## config.mk

```make
export PLATFORM = sky130hd
export DESIGN_NAME = nvme_doorbell_wrarb
export DESIGN_NICKNAME = d
export VERILOG_FILES = /design/src/rtl/nvme_doorbell_wrarb.sv
export SDC_FILE = /design/constraint.sdc
export NUM_CORES = 1
export LEC_CHECK = 0
export ABC_AREA = 1
export CAP_MARGIN = 20
export CORE_MARGIN = 4
export CORE_UTILIZATION = 40
export CTS_CLUSTER_SIZE = 24
export DETAILED_ROUTE_END_ITERATION = 16
export PLACE_DENSITY = 0.84
export SYNTH_ARGS = -nofsm -noshare
export SYNTH_HDL_FRONTEND = slang
export SYNTH_SLANG_ARGS = --single-unit
```

## constraint.sdc

```tcl
create_clock -name clk -period 2.75 [get_ports clk]
set_input_delay 0.825 -clock clk [delete_from_list [all_inputs] [get_ports clk]]
set_output_delay 0.825 -clock clk [all_outputs]
set_load 0.1 [all_outputs]
```

## src/rtl/nvme_doorbell_wrarb.sv

```systemverilog
// Round-robin arbiter that turns single-outstanding doorbell write requests into
// 32-bit MMIO writes, waits for completion or timeout, then acks the winner.
module nvme_doorbell_wrarb #(
    parameter int num_req       = 2,
    parameter int timeout_width = 10
) (
    input  logic                    clk,
    input  logic                    reset,
    input  logic [num_req-1:0]      req_wrvalid,
    input  logic [num_req*32-1:0]   req_wraddr,
    input  logic [num_req*16-1:0]   req_wrdata,
    output logic [num_req-1:0]      req_wrack,
    output logic                    db_pcie_valid,
    output logic [31:0]             db_pcie_addr,
    output logic [31:0]             db_pcie_data,
    output logic [3:0]              db_pcie_be,
    input  logic                    pcie_db_ready,
    input  logic                    pcie_db_done,
    output logic                    err_misalign,
    output logic                    err_timeout,
    input  logic                    err_clear,
    output logic                    db_busy
);

    localparam int IW = (num_req > 1) ? $clog2(num_req) : 1;

    typedef enum logic [1:0] {IDLE, ISSUE, WAIT, ACK} state_t;

    state_t                   state_reg, state_next;
    logic [IW-1:0]            rr_ptr_reg, rr_ptr_next;
    logic [IW-1:0]            grant_reg, grant_next;
    logic [timeout_width-1:0] cnt_reg, cnt_next;

    logic [num_req-1:0]       ack_next;
    logic                     valid_next;
    logic [31:0]              addr_next;
    logic [31:0]              data_next;
    logic [3:0]               be_next;
    logic                     misalign_next;
    logic                     timeout_next;
    logic                     busy_next;
    logic                     misalign_set;
    logic                     timeout_set;

    logic [31:0]              addr_arr [num_req];
    logic [15:0]              data_arr [num_req];
    logic [num_req-1:0]       upper;
    logic [num_req-1:0]       cand;
    logic [IW-1:0]            pick;

    // Requesters above the last winner take precedence; otherwise wrap to the lowest.
    genvar gi;
    generate
        for (gi = 0; gi < num_req; gi++) begin : g_req
            assign addr_arr[gi] = req_wraddr[32*gi +: 32];
            assign data_arr[gi] = req_wrdata[16*gi +: 16];
            assign upper[gi]    = req_wrvalid[gi] && (IW'(gi) > rr_ptr_reg);
        end
    endgenerate

    always_comb begin
        cand = (|upper) ? upper : req_wrvalid;
        pick = '0;
        for (int i = num_req - 1; i >= 0; i--) begin
            if (cand[i]) pick = IW'(i);
        end
    end

    always_comb begin
        state_next   = state_reg;
        rr_ptr_next  = rr_ptr_reg;
        grant_next   = grant_reg;
        cnt_next     = cnt_reg;
        ack_next     = '0;
        valid_next   = db_pcie_valid;
        addr_next    = db_pcie_addr;
        data_next    = db_pcie_data;
        misalign_set = 1'b0;
        timeout_set  = 1'b0;

        case (state_reg)
            IDLE: begin
                if (|req_wrvalid) begin
                    grant_next  = pick;
                    rr_ptr_next = pick;
                    if (addr_arr[pick][1:0] == 2'b00) begin
                        valid_next = 1'b1;
                        addr_next  = addr_arr[pick];
                        data_next  = {16'h0000, data_arr[pick]};
                        state_next = ISSUE;
                    end else begin
                        misalign_set = 1'b1;
                        ack_next     = num_req'(1) << pick;
                        state_next   = ACK;
                    end
                end
            end
            ISSUE: begin
                if (pcie_db_ready) begin
                    valid_next = 1'b0;
                    cnt_next   = '0;
                    state_next = WAIT;
                end
            end
            WAIT: begin
                // A done coinciding with expiry wins, so no error in that case.
                if (pcie_db_done) begin
                    ack_next   = num_req'(1) << grant_reg;
                    state_next = ACK;
                end else begin
                    cnt_next = cnt_reg + 1'b1;
                    if (&cnt_next) begin
                        timeout_set = 1'b1;
                        ack_next    = num_req'(1) << grant_reg;
                        state_next  = ACK;
                    end
                end
            end
            ACK: begin
                state_next = IDLE;
            end
            default: begin
                state_next = IDLE;
            end
        endcase

        be_next       = valid_next ? 4'hF : 4'h0;
        misalign_next = misalign_set | (err_misalign & ~err_clear);
        timeout_next  = timeout_set | (err_timeout & ~err_clear);
        busy_next     = (state_next != IDLE);
    end

    always_ff @(posedge clk or posedge reset) begin
        if (reset) begin
            state_reg     <= IDLE;
            rr_ptr_reg    <= IW'(num_req - 1);
            grant_reg     <= '0;
            cnt_reg       <= '0;
            req_wrack     <= '0;
            db_pcie_valid <= 1'b0;
            db_pcie_addr  <= '0;
            db_pcie_data  <= '0;
            db_pcie_be    <= '0;
            err_misalign  <= 1'b0;
            err_timeout   <= 1'b0;
            db_busy       <= 1'b0;
        end else begin
            state_reg     <= state_next;
            rr_ptr_reg    <= rr_ptr_next;
            grant_reg     <= grant_next;
            cnt_reg       <= cnt_next;
            req_wrack     <= ack_next;
            db_pcie_valid <= valid_next;
            db_pcie_addr  <= addr_next;
            db_pcie_data  <= data_next;
            db_pcie_be    <= be_next;
            err_misalign  <= misalign_next;
            err_timeout   <= timeout_next;
            db_busy       <= busy_next;
        end
    end

endmodule

```

# Word level (Yosys, flattened, before mapping)
# Index checks and enable logic that the tools add are counted.
totals:
  inputBits: 103
  regBits: 72
  out_inout_bits: 74
  wordCells: 75
op_classes:
  n_reduce_logical: 12
  muxes: 34
  eq_ne: 5
  magnitude_cmp: 3
  addsub: 1
  n_shift: 2
  bitwise: 6
ops:
  columns: ["op", "count"]
  rows:
  - ["two-way mux 32 bit", 3]
  - ["two-way mux 16 bit", 3]
  - ["two-way mux 10 bit", 2]
  - ["two-way mux 2 bit", 10]
  - ["one-hot mux 10 bit (2 select lines)", 1]
  - ["two-way mux 1 bit", 11]
  - ["adder 10 x 1 -> 10 bit (second input constant)", 1]
  - ["AND reduction 10 bit", 1]
  - ["one-hot mux 2 bit (4 select lines)", 1]
  - ["AND reduction 3 bit", 2]
  - ["== test 2 bit (second input constant)", 2]
  - ["zero test 2 bit", 2]
  - ["two-way mux 4 bit", 1]
  - ["!= test 2 bit (second input constant)", 2]
  - ["one-hot mux 2 bit (2 select lines)", 1]
  - ["nonzero test 2 bit", 2]
  - ["OR reduction 2 bit", 2]
  - ["left shift 1 x 1 -> 2 bit (first input constant)", 2]
  - ["AND 1 bit", 2]
  - ["== test 2 x 1 -> 1 bit (second input constant)", 1]
  - [">= comparator 2 bit (second input constant)", 1]
  - ["> comparator 1 bit (first input constant)", 2]
  - ["logical AND 1 bit", 2]
  - ["NOT 1 -> 2 bit", 1]
  - ["other kinds (4)", 5]

# Logic depth before layout (Yosys ltp)
# Gate-level depths: netlist (run 1).
depth:
  depth_word: 15
  depth_mapped: 12
  ltp_nobuf: 12

# Least setup slack after synthesis (run 1)
# OpenSTA, ideal clock, no wires.
synth_timing:
  kind: "register to output"
  from: "register with a tool-made name"
  to: "output db_pcie_be[0]"
  required_ps: 1925
  path_stages_with_launch: 2
  n_path_buf: 1
  path_slack_ps: 535
  arrival_time_ps: 1390
  cell_sequence: "dfrtp_1 > buf_4"
synth_rtl:
  columns: ["element", "line_no", "rtl"]
  rows:
  - ["end, declared", "16", "output logic [3:0] db_pcie_be,"]

# Final worst setup path (run 1)
layout_timing:
  from: "input req_wraddr[32]"
  to: "register db_pcie_addr[13]"
layout_via:
  elab_chain_len: 5
layout_rtl:
  columns: ["element", "line_no", "rtl"]
  rows:
  - ["start, declared", "10", "input logic [num_req*32-1:0] req_wraddr,"]
  - ["two-way mux 32 bit (3 in series)", null, null]
  - ["zero test 2 bit", "86", "if (addr_arr[pick][1:0] == 2'b00) begin"]
  - ["AND reduction 3 bit (no source line)", null, null]
  - ["end signal, assigned", "154", "db_pcie_addr <= addr_next;"]
  - ["end, declared", "14", "output logic [31:0] db_pcie_addr,"]
# No other way between the ends. The select of a mux whose other input is x is not followed.
# A chain may end at the register's enable or synchronous reset.

==> results of run 1 <==
[cell type report]
class | instances | area, um2 | share of cell area [%]
clock buffer | 14 | 163 | 3.25
clock inverter | 2 | 10.0 | 0.200
inverter | 26 | 97.6 | 1.95
multi-input combinational | 296 | 1340 | 26.7
sequential | 68 | 1700 | 34.0
tap | 105 | 131 | 2.62
timing repair buffer | 168 | 1570 | 31.3
[critical path: cells and delay by family]
| family | cells | cell delay (ns) |
|---|---|---|
| compound gates | 2 | 0.31 |
| buf+inv | 3 | 0.73 |
| simple gates | 3 | 0.45 |
[per-stage QoR]
stage	hold WS, ns	setup WS, ns	instance area (um2)	instances
6_report	0.477	0.670	5010	679
5_1_grt	0.515	0.524	5010	679
4_1_cts	0.483	0.685	5010	679
3_5_place_dp	0.473	0.325	4840	663
3_3_place_gp	0.457	0.380	4840	663
2_1_floorplan	0.444	0.215	3400	430
[synth_stat cells (all sizes together) (2+ instances only)]
| master | instances |
|---|---|
| nor2 | 62 |
| buf | 33 |
| inv | 26 |
| o31ai | 2 |
| o22ai | 3 |
| o21ai | 15 |
| ha | 2 |
| clkbuf | 7 |
| dfrtp | 67 |
| nand2 | 125 |
| a31oi | 46 |
| nand3 | 22 |
[worst paths after layout]
check,from,endpoint
min reg2reg,rr_ptr_reg,rr_ptr_reg
max in group asynchronous,reset,rr_ptr_reg
min,rr_ptr_reg,rr_ptr_reg
min in group asynchronous,reset,db_pcie_data[9]
max reg2reg,cnt_reg[1],db_busy
max,req_wraddr[32],db_pcie_addr[13]
[kinds of logic after synthesis]
group                    synth area share (%)
AO/OA/AOI/OAI                            11.9
XOR/XNOR                                0.524
adder cells (fa/ha/maj)                 0.749
buffers and inverters                    10.7
flip-flops                               51.0
other                                   0.112
AND/OR/NAND/NOR                          25.1
[layer usage]
metal	up-vias	share of wire, %
met4	0	3.5
met3	30	9.0
met5	-	0
li1	1621	-
met2	157	51
met1	1554	37
==> key figures, run 1 <==
Status
  • Outcome: completed

Setup path
  • Crit. End Element: flip-flop
  • Crit-path cells: clkdlybuf4s50_1 -> or2_1 -> o21ai_1 -> inv_2 -> nor2_4 -> buf_12 -> nor2_1 -> a31oi_1
  • Arr. time, crit path: around 2.3 ns
  • Flop2flop setup slack: ~1.1 ns
  • CP required: between 3 and 4 ns
  • Depth of the most critical reg-to-reg path: 10
  • WS Path Type: in2reg
  • Slowest-stage cell, CP: clkdlybuf4s50_1
  • Critical Path Max Stage Delay: 0.40 ns
  • Crit path max fanout: 54
  • Crit start category: input port

GRT
  • Grt met1 use: between 20% and 30%
  • Overall global routing resource usage: between 10% and 20%
  • Grt met3 use: between 5 and 6%
  • Met2 GRT Util: roughly 33%
  • Top Usage Layer GRT: met2
  • Total gr overflow: 0
  • Antenna violations before repair: 0
  • First-pass GRT wire length: roughly 15 mm
  • Largest net degree at the start of global routing: 55
  • Vias in the first global route: ~3200

Route
  • Iter 0 DRT Violations: 127
  • Drt drc: 0
  • DRT Wirelength: ~9.5 mm
  • Via count: 3362
  • DR vias/cell: approximately 5.0
  • WL/cell: 14.0 um
  • Pre-antenna DRT Iters: 5
  • ANT nets after route: 0

STA
  • Final setup viols: 0
  • Clock skew: ~0.0082 ns
  • Fmax: between 400 and 500 MHz
  • Final hold violation count: 0
  • Setup TNS: 0 ns
  • Final Cycle Share: about three quarters
  • Final Max Slew Viols: 0
  • Unrepaired setup endpoints after global routing: false
  • Final min period: ~2.1 ns

Logic synthesis
  • Yosys top cell by area: dfrtp_1
  • Ys flop type: dfrtp_1
  • Synthesized flop and latch total: 68
  • Post-Synthesis Cell Area: 3340 um2
  • Post-synth ARST share: 100%
  • Number of synthesized flops with an enable pin: 0
  • Sequential-to-total area share from yosys stat: roughly half
  • Largest cells by area after synthesis: dfrtp_1, nand2_1, a31oi_1, nor2_1, buf_4
  • Syn. warnings: 0
  • Share of the synthesized area in the top cell type: between 50% and 60%
  • Syn avg cell area: 8.05 um2
  • Cells after Synth: approximately 420
  • Distinct cell type count after synthesis: 25

Finish
  • Fillcell total: ~700
  • Max reg flops: 32
  • Layout cells sized above 1: 15.3%
  • Fin nets: between 600 and 700
  • ANT cells: 0
  • Commonest non-fill, non-tap cell in the layout: nand2_1
  • Layout area overhead: 49.9%
  • Commonest cells after routing, fill and taps aside: nand2_1, clkdlybuf4s50_1, dfrtp_1
  • Final core area utilization: 61.3%

Floorplanning
  • Die ar.: between 9000 and 10000 um2
  • Core Area: approximately 8200 um2
  • Die X: roughly 99 um
  • Starting density of the core: between 40% and 50%
  • IO Pins: 177
  • Die Span Y: 99.4 um
  • FP Rows: 33

Clock tree
  • Clock-pin slew on the worst setup and hold paths: approximately 0.07 ns
  • Post-CTS Resized: 0
  • CTS H-Tree Depth: 3
  • Clock latency on the worst-skew pair: between 0.3 and 0.4 ns
  • Clk sink count: 68
  • Root Driver: clkbuf_8
  • CTS Buf Count: 9
  • TritonCTS clock tree: done
  • Postcts setup bufs: 0
  • Post-CTS Hold Buffers: 0
  • Maximum root-to-sink buffer count: 2

Hold path
  • Worst hold path type: reg2reg
  • Hold Path Stages: 2

Job
  • Max-Cap Viols: 0

Place
  • Routability cong.: between 0.8 and 0.9
  • Port bufs: 160
  • Post-DP HPWL: about 7.3 mm
Power of run 1 is not shown: default switching activity piles up to over one toggle a cycle in this logic, so the estimate is an artifact.
==> inputs of run 2 (changes only) <==
--- a/config.mk
+++ b/config.mk
@@ -8,10 +8,10 @@
 export ABC_AREA = 1
 export CAP_MARGIN = 20
 export CORE_MARGIN = 4
-export CORE_UTILIZATION = 40
+export CORE_UTILIZATION = 36
 export CTS_CLUSTER_SIZE = 24
 export DETAILED_ROUTE_END_ITERATION = 16
-export PLACE_DENSITY = 0.84
+export PLACE_DENSITY = 0.79
 export SYNTH_ARGS = -nofsm -noshare
 export SYNTH_HDL_FRONTEND = slang
 export SYNTH_SLANG_ARGS = --single-unit
==> constraint.sdc (replaced) <==
create_clock -name clk -period 1.9 [get_ports clk]
set_input_delay 0.57 -clock clk [delete_from_list [all_inputs] [get_ports clk]]
set_output_delay 0.57 -clock clk [all_outputs]
set_load 0.1 [all_outputs]
==> key figures, run 2 (synthesis results as in run 1) <==
Status
  • Outcome: completed

Hold path
  • Worst hold path type: reg2reg

Place
  • Routability cong.: just under 0.9
  • Post-DP HPWL: 8.02 mm
  • Port bufs: between 150 and 200

Clock tree
  • Clock latency on the worst-skew pair: 0.33 ns
  • Clock-pin slew on the worst setup and hold paths: ~0.070 ns
  • CTS Buf Count: 9
  • CTS H-Tree Depth: 3
  • TritonCTS clock tree: done
  • Post-CTS Hold Buffers: 0
  • Root Driver: clkbuf_8
  • Maximum root-to-sink buffer count: 2
  • Clk sink count: slightly below 70

Floorplanning
  • FP Rows: 34
  • Die X: around 100 um
  • Starting density of the core: a little under two fifths
  • Core Area: just under 9000 um2
  • IO Pins: about 180
  • Die Span Y: between 100 and 150 um
  • Die ar.: about 11000 um2

Setup path
  • Crit path max fanout: 15
  • CP required: 2.15 ns
  • Crit. End Element: flip-flop
  • Top delay family on crit path: buffers and inverters
  • Crit-path cells: clkdlybuf4s50_1 -> or2_1 -> o21ai_2 -> inv_2 -> nor2_4 -> buf_4 -> clkbuf_16 -> nor2_1 -> a31oi_1
  • Buffers and inverters on the worst path: 4
  • Critical Path Max Stage Delay: about 0.39 ns
  • Arr. time, crit path: roughly 2.1 ns
  • Slowest-stage cell, CP: clkdlybuf4s50_1
  • Crit start category: input port
  • WS Path Type: in2reg

STA
  • Final Cycle Share: a little over nine tenths
  • Final hold violation count: 0
  • Fmax: 533 MHz
  • Setup TNS: 0 ns
  • Final setup viols: 0
  • Clock skew: around 0.010 ns
  • Final Max Slew Viols: 0
  • Final min period: approximately 1.9 ns

Finish
  • Final core area utilization: a little under 70%
  • Commonest non-fill, non-tap cell in the layout: nand2_1
  • Fillcell total: ~670
  • Layout cells sized above 1: a little under a fifth
  • Fin nets: 691
  • ANT cells: 0
  • Max reg flops: 32
  • Commonest cells after routing, fill and taps aside: nand2_1, clkdlybuf4s50_1, dfrtp_1
  • Layout area overhead: 79.3%

GRT
  • Antenna violations before repair: 0
  • Vias in the first global route: approximately 3500
  • First-pass GRT wire length: ~17 mm
  • Largest net degree at the start of global routing: 59
  • Overall global routing resource usage: about a fifth
  • Total gr overflow: 0

Route
  • DRT Wirelength: roughly 11 mm
  • Iter 0 DRT Violations: 140
  • Drt drc: 0
  • Via count: 3486
  • ANT nets after route: 0
  • WL/cell: approximately 16 um
  • DR vias/cell: roughly 5.0
  • Pre-antenna DRT Iters: 4

Job
  • Max-Cap Viols: 0
[run 2: cell types whose count changed in the layout (fill, tap and decap cells not counted), moves of 3 or more]
cell	change
clkbuf_1	-3
clkbuf_16	+4
buf_4	-49
buf_12	+59
buf_6	+3
[run 2: what timing repair did]
action / 4_1_cts / 5_1_grt
gates resized for setup: 0 / 7
endpoints found under the setup margin: 0 / 35
buffers inserted: 0 / 5
[run 2: worst reg2reg max path: stages, from the launching register on]
cell       delay (ns)
dfstp_2          0.54
nand2_1          0.06
nand2_2          0.10
nand2_1          0.09
o21ai_2          0.08
inv_2            0.07
nor2_4           0.15
buf_4            0.18
clkbuf_16        0.18
nor2_1           0.05
a31oi_1          0.13
[run 2: area by class of cell]
cell class	count	area [um2]	area share, %
multi-input cells	296	1360	22.7
inverters	26	101	1.69
flip-flops and latches	68	1700	28.4
repair buffers	185	2520	42.0
clock buffers	12	165	2.76
clock inverters	2	10.0	0.167
well taps	108	135	2.26
[run 2: stage by stage]
stage / instance area (um2) / worst slack (ns) / cells / hold slack, ns
5_1_grt: 5990 / -0.0385 / 697 / 0.490
6_report: 5990 / 0.0250 / 697 / 0.488
2_1_floorplan: 3400 / 0.254 / 430 / 0.444
4_1_cts: 5810 / 0.0656 / 687 / 0.483
3_3_place_gp: 5640 / -0.205 / 673 / 0.458
3_5_place_dp: 5640 / -0.274 / 673 / 0.472
[run 2: path summary, 6_finish.rpt]
| kind | startpoint | to | slack (ns) | cells past startpoint |
|---|---|---|---|---|
| setup / recovery | req_wraddr[33] | db_pcie_addr[11] | 0.02 | 9 |
| hold / removal | rr_ptr_reg | rr_ptr_reg | 0.49 | 2 |
| setup reg to reg | rr_ptr_reg | db_pcie_addr[11] | 0.20 | 10 |
| hold reg to reg | rr_ptr_reg | rr_ptr_reg | 0.49 | 2 |
| max in group asynchronous | reset | state_reg[0] | 0.83 | 3 |
| min in group asynchronous | reset | cnt_reg[9] | 0.59 | 2 |
[run 2: metal layers]
layer  share of wire, %  global-route usage (%)  vias up
met2                 53                    34.5      162
met1                 38                    20.4     1641
met3                6.7                    4.47       29
met4                2.8                    8.26        0
li1                   -                       -     1654
met5                  0                       0        -
Power of run 2 is left out for the same reason.
==> inputs of run 3 (changes only) <==
--- a/config.mk
+++ b/config.mk
@@ -11,6 +11,7 @@
 export CORE_UTILIZATION = 36
 export CTS_CLUSTER_SIZE = 24
 export DETAILED_ROUTE_END_ITERATION = 16
+export GPL_TIMING_DRIVEN = 0
 export PLACE_DENSITY = 0.79
 export SYNTH_ARGS = -nofsm -noshare
 export SYNTH_HDL_FRONTEND = slang
==> key figures, run 3 (synthesis results as in run 1) <==
STA
  • Setup TNS: 0 ns
  • Final Cycle Share: a little over nine tenths
  • Final hold violation count: 0
  • Final Max Slew Viols: 0
  • Fin worst setup slack: between 0.04 and 0.05 ns
  • Worst relative slew slack: 53.1%
  • Final setup viols: 0
  • Fmax: between 500 and 600 MHz
  • Clock skew: about 0.0084 ns
  • Measured slew at the worst slew-check pin: ~0.7 ns
  • Final min period: between 1.5 and 2 ns
  • Unrepaired setup endpoints after global routing: false

Setup path
  • Flop2flop setup slack: ~0.20 ns
  • Crit path max fanout: 6
  • Buffers and inverters on the worst path: 1
  • Crit-path cells: clkdlybuf4s18_2
  • Top delay family on crit path: buffers and inverters
  • Arr. time, crit path: 1.29 ns
  • Crit start category: flip-flop
  • WS Path Type: reg2out
  • Crit. End Element: output port
  • CP required: between 1 and 1.5 ns
  • Critical Path Max Stage Delay: approximately 0.55 ns
  • Slowest-stage cell, CP: clkdlybuf4s18_2

Clock tree
  • Clock latency on the worst-skew pair: 0.33 ns
  • Clock-pin slew on the worst setup and hold paths: approximately 0.060 ns
  • Maximum root-to-sink buffer count: 2
  • Clk sink count: about 70
  • CTS H-Tree Depth: 3
  • CTS Buf Count: 9
  • Root Driver: clkbuf_8
  • TritonCTS clock tree: done

Place
  • Setup WS pre-CTS: -0.503 ns
  • Area after DPL: slightly above 5000 um2
  • Port bufs: 160
  • Routability cong.: 0.839
  • Post-DP HPWL: between 8 and 9 mm
  • Cells after DPL: roughly 700

GRT
  • Antenna violations before repair: 0
  • Total gr overflow: 0
  • Largest net degree at the start of global routing: 39
  • First-pass GRT wire length: 17.3 mm
  • Overall global routing resource usage: about a fifth
  • Vias in the first global route: ~3600

Finish
  • Design area: 5540 um2
  • Layout cells sized above 1: between 20% and 30%
  • Commonest cells after routing, fill and taps aside: nand2_1, clkdlybuf4s50_1, dfrtp_1
  • Fin nets: slightly above 700
  • Fillcell total: between 700 and 800
  • Commonest non-fill, non-tap cell in the layout: nand2_1
  • Footprint of the multi-input gates: around 1300 um2
  • Max reg flops: 32
  • Final Non-Filler Cells: a little over 700
  • Layout area overhead: 65.7%
  • Storage element area: 1700 um2
  • ANT cells: 0

Route
  • Iter 0 DRT Violations: ~120
  • Drt drc: 0
  • Pre-antenna DRT Iters: 5
  • WL/cell: around 15 um
  • DR vias/cell: 4.81
  • DRT Wirelength: 10.6 mm
  • Via count: between 3000 and 4000
  • ANT nets after route: 0

Job
  • Max-Cap Viols: 0

Floorplanning
  • FP Rows: 34
  • Core Area: between 8000 and 9000 um2
  • Die ar.: approximately 11000 um2
  • Die X: ~100 um
  • IO Pins: roughly 180
  • Starting density of the core: a little under two fifths
  • Die Span Y: about 100 um

Hold path
  • Worst hold path type: reg2reg

Status
  • Outcome: completed
run 3: cell type report:
| type | count | area share (%) |
|---|---|---|
| clock buffer | 12 | 2.44 |
| multi-input combinational | 296 | 24.4 |
| buffer | 39 | 5.11 |
| tap | 108 | 2.44 |
| sequential | 68 | 30.8 |
| clock inverter | 3 | 0.271 |
| inverter | 26 | 1.83 |
| timing repair buffer | 174 | 32.8 |
run 3: repair_timing:
item / CTS / global route
resized for setup: 204 / 11
hold buffers: 0 / 0
setup endpoints to repair: 106 / 47
pin swaps: 4 / 4
cloned: 2 / 0
buffers inserted: 11 / 0
run 3: final timing paths:
check / start / to / cells after the start
setup / recovery: flip-flop / db_pcie_valid / 1
hold / removal: rr_ptr_reg / rr_ptr_reg / 2
setup reg to reg: rr_ptr_reg / db_pcie_data[8] / 11
hold reg to reg: rr_ptr_reg / rr_ptr_reg / 2
max in group asynchronous: reset / db_pcie_addr[28] / 3
min in group asynchronous: reset / db_pcie_data[13] / 2
run 3: routing by layer:
| layer | track usage (%) | routed length, um |
|---|---|---|
| met5 | 0 | 0 |
| met2 | 34.0 | 5390 |
| met3 | 5.52 | 778 |
| met1 | 22.1 | 4150 |
| met4 | 8.64 | 331 |
run 3: per-stage QoR:
| stage | hold WS, ns | utilization, % |
|---|---|---|
| floorplan | 0.444 | - |
| global placement | 0.458 | 57.8 |
| detailed placement | 0.469 | 58.0 |
| CTS | 0.480 | 62.1 |
| global route | 0.509 | 62.3 |
| finish | 0.481 | 62.3 |
run 3: worst reg2reg max path: stages, from the launching register on:
cell and delay [ns]:
dfstp_2 0.53, nand2_1 0.06, nand2_2 0.13, nand2_2 0.07, o21ai_2 0.06, inv_2 0.06, nor2_4 0.12, buf_6 0.13
buf_8 0.13, buf_6 0.10, buf_6 0.10, a31oi_1 0.08
Power of run 3 is left out for the same reason.
